==> config.mk <==
export PLATFORM = sky130hd
export DESIGN_NAME = wb_trace_buffer
export DESIGN_NICKNAME = d
export VERILOG_FILES = /design/src/rtl/wb_trace_buffer.sv
export SDC_FILE = /design/constraint.sdc
export NUM_CORES = 1
export LEC_CHECK = 0
export BUFFER_PORTS_ARGS = -buffer_cell sky130_fd_sc_hd__buf_2
export CAP_MARGIN = 10
export CORE_MARGIN = 3
export CORE_UTILIZATION = 66
export CTS_BUF_LIST = sky130_fd_sc_hd__clkbuf_4 sky130_fd_sc_hd__clkbuf_8 sky130_fd_sc_hd__clkbuf_16
export DETAILED_ROUTE_END_ITERATION = 10
export PLACE_DENSITY = 0.87
export SYNTH_ARGS = -nofsm -noshare
export SYNTH_HDL_FRONTEND = slang
export SYNTH_SLANG_ARGS = --single-unit
==> constraint.sdc <==
create_clock -name clk -period 18.8 [get_ports clk]
set_input_delay 3.76 -clock clk [delete_from_list [all_inputs] [get_ports clk]]
set_output_delay 3.76 -clock clk [all_outputs]
set_load 0.05 [all_outputs]
==> src/rtl/wb_trace_buffer.sv <==
// wb_trace_buffer: circular capture of the writeback stream with FWFT read port and event/drop counters
module wb_trace_buffer #(
  parameter int DATA_W = 32,
  parameter int ADDR_W = 32,
  parameter int DEPTH  = 16,
  parameter int CNT_W  = 16
) (
  input  logic                       clk,
  input  logic                       rst,
  input  logic                       clear,
  input  logic                       en,
  input  logic                       filter_zero,
  input  logic                       ring_mode,
  input  logic                       wb_valid,
  input  logic [ADDR_W-1:0]          wb_pc,
  input  logic [DATA_W-1:0]          wb_result,
  input  logic                       rd_ready,
  output logic                       rd_valid,
  output logic [ADDR_W-1:0]          rd_pc,
  output logic [DATA_W-1:0]          rd_result,
  output logic [CNT_W-1:0]           rd_seq,
  output logic [$clog2(DEPTH):0]     count,
  output logic                       full,
  output logic                       empty,
  output logic [CNT_W-1:0]           event_cnt,
  output logic [CNT_W-1:0]           drop_cnt
);
  localparam int PW = $clog2(DEPTH);
  localparam int CW = PW + 1;
  logic [ADDR_W-1:0] mem_pc  [DEPTH];
  logic [DATA_W-1:0] mem_res [DEPTH];
  logic [CNT_W-1:0]  mem_seq [DEPTH];
  logic [PW-1:0] head, tail;
  logic push, pop, wr, adv_head, drop, inc, dec;
  always_comb begin
    push     = en & wb_valid & ~(filter_zero & (wb_result == '0));
    pop      = ~empty & rd_ready;
    wr       = push & (pop | ~full | ring_mode);
    drop     = push & full & ~pop;
    adv_head = pop | (drop & ring_mode);
    inc      = push & ~pop & ~full;
    dec      = pop & ~push;
  end
  assign full      = count == CW'(DEPTH);
  assign empty     = count == '0;
  assign rd_valid  = ~empty;
  assign rd_pc     = mem_pc[head];
  assign rd_result = mem_res[head];
  assign rd_seq    = mem_seq[head];
  always_ff @(posedge clk or posedge rst)
    if (rst) begin
      head      <= '0;
      tail      <= '0;
      count     <= '0;
      event_cnt <= '0;
      drop_cnt  <= '0;
    end else if (clear) begin
      head      <= '0;
      tail      <= '0;
      count     <= '0;
      event_cnt <= '0;
      drop_cnt  <= '0;
    end else begin
      if (wr) tail <= tail + PW'(1);
      if (adv_head) head <= head + PW'(1);
      count <= inc ? count + CW'(1) : dec ? count - CW'(1) : count;
      if (push) event_cnt <= event_cnt + CNT_W'(1);
      if (drop && ~&drop_cnt) drop_cnt <= drop_cnt + CNT_W'(1);
    end
  // Storage carries no reset; validity is tracked solely by count.
  always_ff @(posedge clk)
    if (wr && !clear && !rst) begin
      mem_pc[tail]  <= wb_pc;
      mem_res[tail] <= wb_result;
      mem_seq[tail] <= event_cnt;
    end
endmodule

==> out/summary.json <==
{
  "ant_nets": {"value": 0},
  "placement.io_buffers": {"value": 191},
  "worst_ep_arrival_time": {"value": 5.81, "unit": "ns"},
  "boundaryPins": {"value": 192},
  "final.period_utilization": {"value": 50.9, "unit": "%"},
  "timing_max_transition_violations_final": {"value": 0},
  "r2r_endpoint": {"value": "mem_seq[15][13]"},
  "yosys.cell_types.count": {"value": 51},
  "floorplan.core_area": {"value": 76200, "unit": "um^2"},
  "maximum_number_of_pins_on_one_net_before_global_route_repair": {"value": 153},
  "die_y": {"value": 284, "unit": "um"},
  "start_util": {"value": 66.7, "unit": "%"},
  "cts-htree-levels": {"value": 4},
  "postLayoutSetupSlackWorst": {"value": 9.23, "unit": "ns"},
  "synthMostInstantiatedCell": {"value": "sky130_fd_sc_hd__edfxtp_1"},
  "grt_remaining_overflow": {"value": 0},
  "syn-instance-count": {"value": 2111},
  "via_count_of_the_first_global_routing_pass": {"value": 27043},
  "place_congestion": {"value": 0.778},
  "setup_viol": {"value": 0},
  "synth_area_leader_cell": {"value": "sky130_fd_sc_hd__edfxtp_1"},
  "synthesis.area": {"value": 50900, "unit": "um^2"},
  "setup_total_negative_slack": {"value": 0, "unit": "ns"},
  "combined_global_route_utilization_of_all_metal_layers": {"value": 35.4, "unit": "%"},
  "number_of_enable_type_register_cells_in_the_synthesized_netlist": {"value": 1280},
  "placement.setup.worst_slack": {"value": 9.91, "unit": "ns"},
  "p_sw_share": {"value": 26.3, "unit": "%"},
  "asyncSetResetFlopFracSynth": {"value": 3.40, "unit": "%"},
  "detail_route.vias_per_cell": {"value": 7.47},
  "cts.clk_slew.worst_paths": {"value": 0.07, "unit": "ns"},
  "detailedRoute.firstPassIterationCount": {"value": 5},
  "dp_hpwl": {"value": 63700, "unit": "um"},
  "cts-buffers-inserted": {"value": 130},
  "timing_worst_setup_path_type": {"value": "flop to primary output"},
  "num_vias": {"value": 26255},
  "cts_post_setup_buffers_inserted": {"value": 0},
  "yosysSeqAreaShare": {"value": 77.8, "unit": "%"},
  "worst_skew_pair_latency": {"value": 0.74, "unit": "ns"},
  "drc": {"value": 0},
  "fmaxAchievable": {"value": 105, "unit": "MHz"},
  "finish.instance_area": {"value": 57500, "unit": "um^2"},
  "r2r.worst_path.cells": {"value": 6},
  "power.ir.vdd_worst": {"value": 0.133, "unit": "mV"},
  "synth_area_leaders": {"value": "sky130_fd_sc_hd__edfxtp_1 76%, sky130_fd_sc_hd__mux4_2 18%, sky130_fd_sc_hd__dfrtp_1 2.2%"},
  "hold_path_end": {"value": "drop_cnt[6]"},
  "fp.dieArea": {"value": 80400, "unit": "um^2"},
  "power-per-cell-area": {"value": 124, "unit": "nW/um^2"},
  "min_from": {"value": "drop_cnt[6]"},
  "synth.net_count": {"value": 2195},
  "critPathLaunchType": {"value": "flop"},
  "synth.yosys.warnings": {"value": 0},
  "worstHoldPathType": {"value": "flop to flop"},
  "setup_repair_after_global_routing_missed_its_margin": {"value": "false"},
  "ctsHoldBuffers": {"value": 0},
  "status": {"value": "finished, final reports clean"},
  "timing.final.hold_violations": {"value": 0},
  "clock_skew": {"value": 0.0335, "unit": "ns"},
  "syn_to_final_growth": {"value": 13.0, "unit": "%"},
  "rows": {"value": 101},
  "commonest_cells_in_the_netlist": {"value": "1280 x sky130_fd_sc_hd__edfxtp_1, 400 x sky130_fd_sc_hd__mux4_2, 54 x sky130_fd_sc_hd__clkbuf_1"},
  "first_iter_violations": {"value": 4518},
  "syn_avg_cell_area": {"value": 24.1, "unit": "um^2"},
  "r2r_start": {"value": "count[0]"},
  "netlist.area_leader.share": {"value": 75.6, "unit": "%"},
  "grt_first_pass_wirelength": {"value": 200000, "unit": "um"},
  "ctsLongestPathBuffers": {"value": 3},
  "p_comb_share": {"value": 16.7, "unit": "%"},
  "cts_tree": {"value": "done"},
  "postSynth.topFlopCell": {"value": "sky130_fd_sc_hd__edfxtp_1"},
  "post_drt_wl_per_cell": {"value": 39.4, "unit": "um"},
  "report.power.total": {"value": 7.14, "unit": "mW"},
  "worst-slew-pin-transition": {"value": 1.25, "unit": "ns"},
  "clock_sinks": {"value": 1325},
  "post_route_cells_drive_above_1_share": {"value": 36.2, "unit": "%"},
  "antenna_violations_before_repair": {"value": 12},
  "worst_ep_required_time": {"value": 15.04, "unit": "ns"},
  "leakage": {"value": 18.3, "unit": "nW"},
  "timing.hold.worst_path_depth": {"value": 2},
  "worstSetupEndpointType": {"value": "primary output"},
  "worst_slew_margin_rel": {"value": 16.9, "unit": "%"},
  "max_cap_viol_count": {"value": 0},
  "design.final.nets": {"value": 2459},
  "post_cts.resized_instances": {"value": 0},
  "layout_min_cycle_time": {"value": 9.57, "unit": "ns"},
  "clock_tree.root_cell": {"value": "sky130_fd_sc_hd__clkbuf_16"},
  "power.sequential.fraction": {"value": 46.0, "unit": "%"},
  "filler_cell_count": {"value": 3610},
  "highest_fanout_seen_on_the_critical_path": {"value": 48},
  "reg2reg_slack": {"value": 14.99, "unit": "ns"},
  "drt_wl_total": {"value": 138000, "unit": "um"},
  "register_bit_count_reported_by_yosys": {"value": 1325},
  "p_switching": {"value": 1.88, "unit": "mW"},
  "die_w": {"value": 284, "unit": "um"},
  "power.clock.fraction": {"value": 37.3, "unit": "%"},
  "p_int": {"value": 5.26, "unit": "mW"},
  "placed_area": {"value": 53200, "unit": "um^2"}
}
[routing by layer]
layer / up-vias / global-route usage [%] / share of wire (%)
li1: 9652 / - / -
met1: 13639 / 47.6 / 33
met2: 2496 / 57.2 / 50
met3: 452 / 9.00 / 12
met4: 16 / 14.0 / 4.4
met5: - / 0 / 0.16
[logic make-up (layout without fill, tap and decap cells)]
group	Yosys count	count (layout)	share of synthesized area (%)
adder cells (fa/ha/maj)	12	12	0.310
AO/OA/AOI/OAI	61	61	0.745
buffers and inverters	119	487	0.989
AND/OR/NAND/NOR	173	173	2.03
XOR/XNOR	5	5	0.0861
other	0	7	0
flip-flops	1325	1325	77.8
multiplexers	416	416	18.1
[worst max path at each step]
stage,cells after the start,slack (ns),to,startpoint
global route,6,8.74,rd_result[11],head[0]
finish,6,9.23,rd_result[11],head[0]
CTS,6,9.06,rd_result[11],head[0]
global placement,6,10.0,rd_result[7],head[0]
detailed placement,6,9.91,rd_pc[28],head[0]
floorplan,5,5.75,mem_pc[2][0],en
[final cells by class]
| cell class | count | area [um^2] | area share (%) |
|---|---|---|---|
| well taps | 1030 | 1290 | 2.24 |
| flip-flops and latches | 1325 | 39600 | 68.9 |
| repair buffers | 240 | 1350 | 2.35 |
| multi-input cells | 667 | 10900 | 19.0 |
| inverters | 11 | 41.3 | 0.0718 |
| clock inverters | 64 | 643 | 1.12 |
| clock buffers | 172 | 3660 | 6.36 |
| diodes | 7 | 17.5 | 0.0305 |
[flip-flops by register name, indices dropped and copies added (netlist names)]
register,count
head,4
mem_seq,256
mem_pc,512
drop_cnt,16
mem_res,512
count,5
tail,4
event_cnt,16
[metrics by stage]
stage / utilization, % / hold WS [ns] / instances
after floorplan: - / 0.579 / 2111
after global placement: 69.8 / 0.555 / 3273
after detailed placement: 69.8 / 0.569 / 3273
after CTS: 75.4 / 0.580 / 3509
after global routing: 75.4 / 0.617 / 3512
final: 75.4 / 0.580 / 3516
[critical path, stage by stage (launching register included)]
cell and delay (ns):
sky130_fd_sc_hd__dfrtp_4 0.86, sky130_fd_sc_hd__buf_4 0.84, sky130_fd_sc_hd__buf_4 0.85, sky130_fd_sc_hd__buf_4 0.90
sky130_fd_sc_hd__mux4_2 0.63, sky130_fd_sc_hd__mux4_2 0.55, sky130_fd_sc_hd__buf_2 0.24
[cells in the final DEF (no fill, tap or decap), types with 3 or more instances in the layout]
| master | Yosys | layout |
|---|---|---|
| sky130_fd_sc_hd__or4_1 | 12 | 12 |
| sky130_fd_sc_hd__nand4_1 | 8 | 8 |
| sky130_fd_sc_hd__clkbuf_16 | 0 | 135 |
| sky130_fd_sc_hd__clkbuf_4 | 0 | 37 |
| sky130_fd_sc_hd__and2_1 | 3 | 3 |
| sky130_fd_sc_hd__dfrtp_1 | 45 | 41 |
| sky130_fd_sc_hd__a21oi_1 | 24 | 24 |
| sky130_fd_sc_hd__mux2_2 | 6 | 6 |
| sky130_fd_sc_hd__buf_2 | 33 | 191 |
| sky130_fd_sc_hd__edfxtp_1 | 1280 | 1280 |
| sky130_fd_sc_hd__diode_2 | 0 | 7 |
| sky130_fd_sc_hd__nor3_1 | 8 | 8 |
| sky130_fd_sc_hd__and3_1 | 6 | 6 |
| sky130_fd_sc_hd__inv_1 | 11 | 10 |
| sky130_fd_sc_hd__nor2_1 | 28 | 25 |
| sky130_fd_sc_hd__mux2i_1 | 5 | 5 |
| sky130_fd_sc_hd__mux2_1 | 4 | 4 |
| sky130_fd_sc_hd__buf_4 | 2 | 47 |
| sky130_fd_sc_hd__clkinv_1 | 0 | 21 |
| sky130_fd_sc_hd__nand2_1 | 23 | 23 |
| sky130_fd_sc_hd__clkinvlp_4 | 0 | 8 |
| sky130_fd_sc_hd__clkinv_2 | 0 | 14 |
| sky130_fd_sc_hd__dfrtp_4 | 0 | 4 |
| sky130_fd_sc_hd__ha_1 | 11 | 11 |
| sky130_fd_sc_hd__nor4_2 | 0 | 13 |
| sky130_fd_sc_hd__bufinv_16 | 0 | 10 |
| sky130_fd_sc_hd__nor4_4 | 4 | 4 |
| sky130_fd_sc_hd__nor4_1 | 17 | 4 |
| sky130_fd_sc_hd__nand3_1 | 19 | 19 |
| sky130_fd_sc_hd__inv_6 | 0 | 7 |
| sky130_fd_sc_hd__or2_2 | 3 | 3 |
| sky130_fd_sc_hd__mux4_2 | 400 | 400 |
| sky130_fd_sc_hd__xor2_1 | 3 | 3 |
| sky130_fd_sc_hd__o21ai_0 | 18 | 18 |
| sky130_fd_sc_hd__nor2_4 | 0 | 3 |
| sky130_fd_sc_hd__o31ai_1 | 8 | 8 |
| sky130_fd_sc_hd__nand2b_1 | 5 | 5 |
| sky130_fd_sc_hd__or4b_2 | 3 | 3 |
| sky130_fd_sc_hd__nor2b_1 | 14 | 14 |
| sky130_fd_sc_hd__or3_1 | 14 | 14 |
[power by group through the flow]
stage	logic [mW]	clock network [mW]	registers, mW
after floorplan	0.899	0	3.33
after global placement	1.12	0	3.34
after detailed placement	1.16	0	3.34
after CTS	1.20	2.68	3.28
after global routing	1.24	2.78	3.28
final	1.19	2.66	3.28
(Power assumes the default switching activity.)
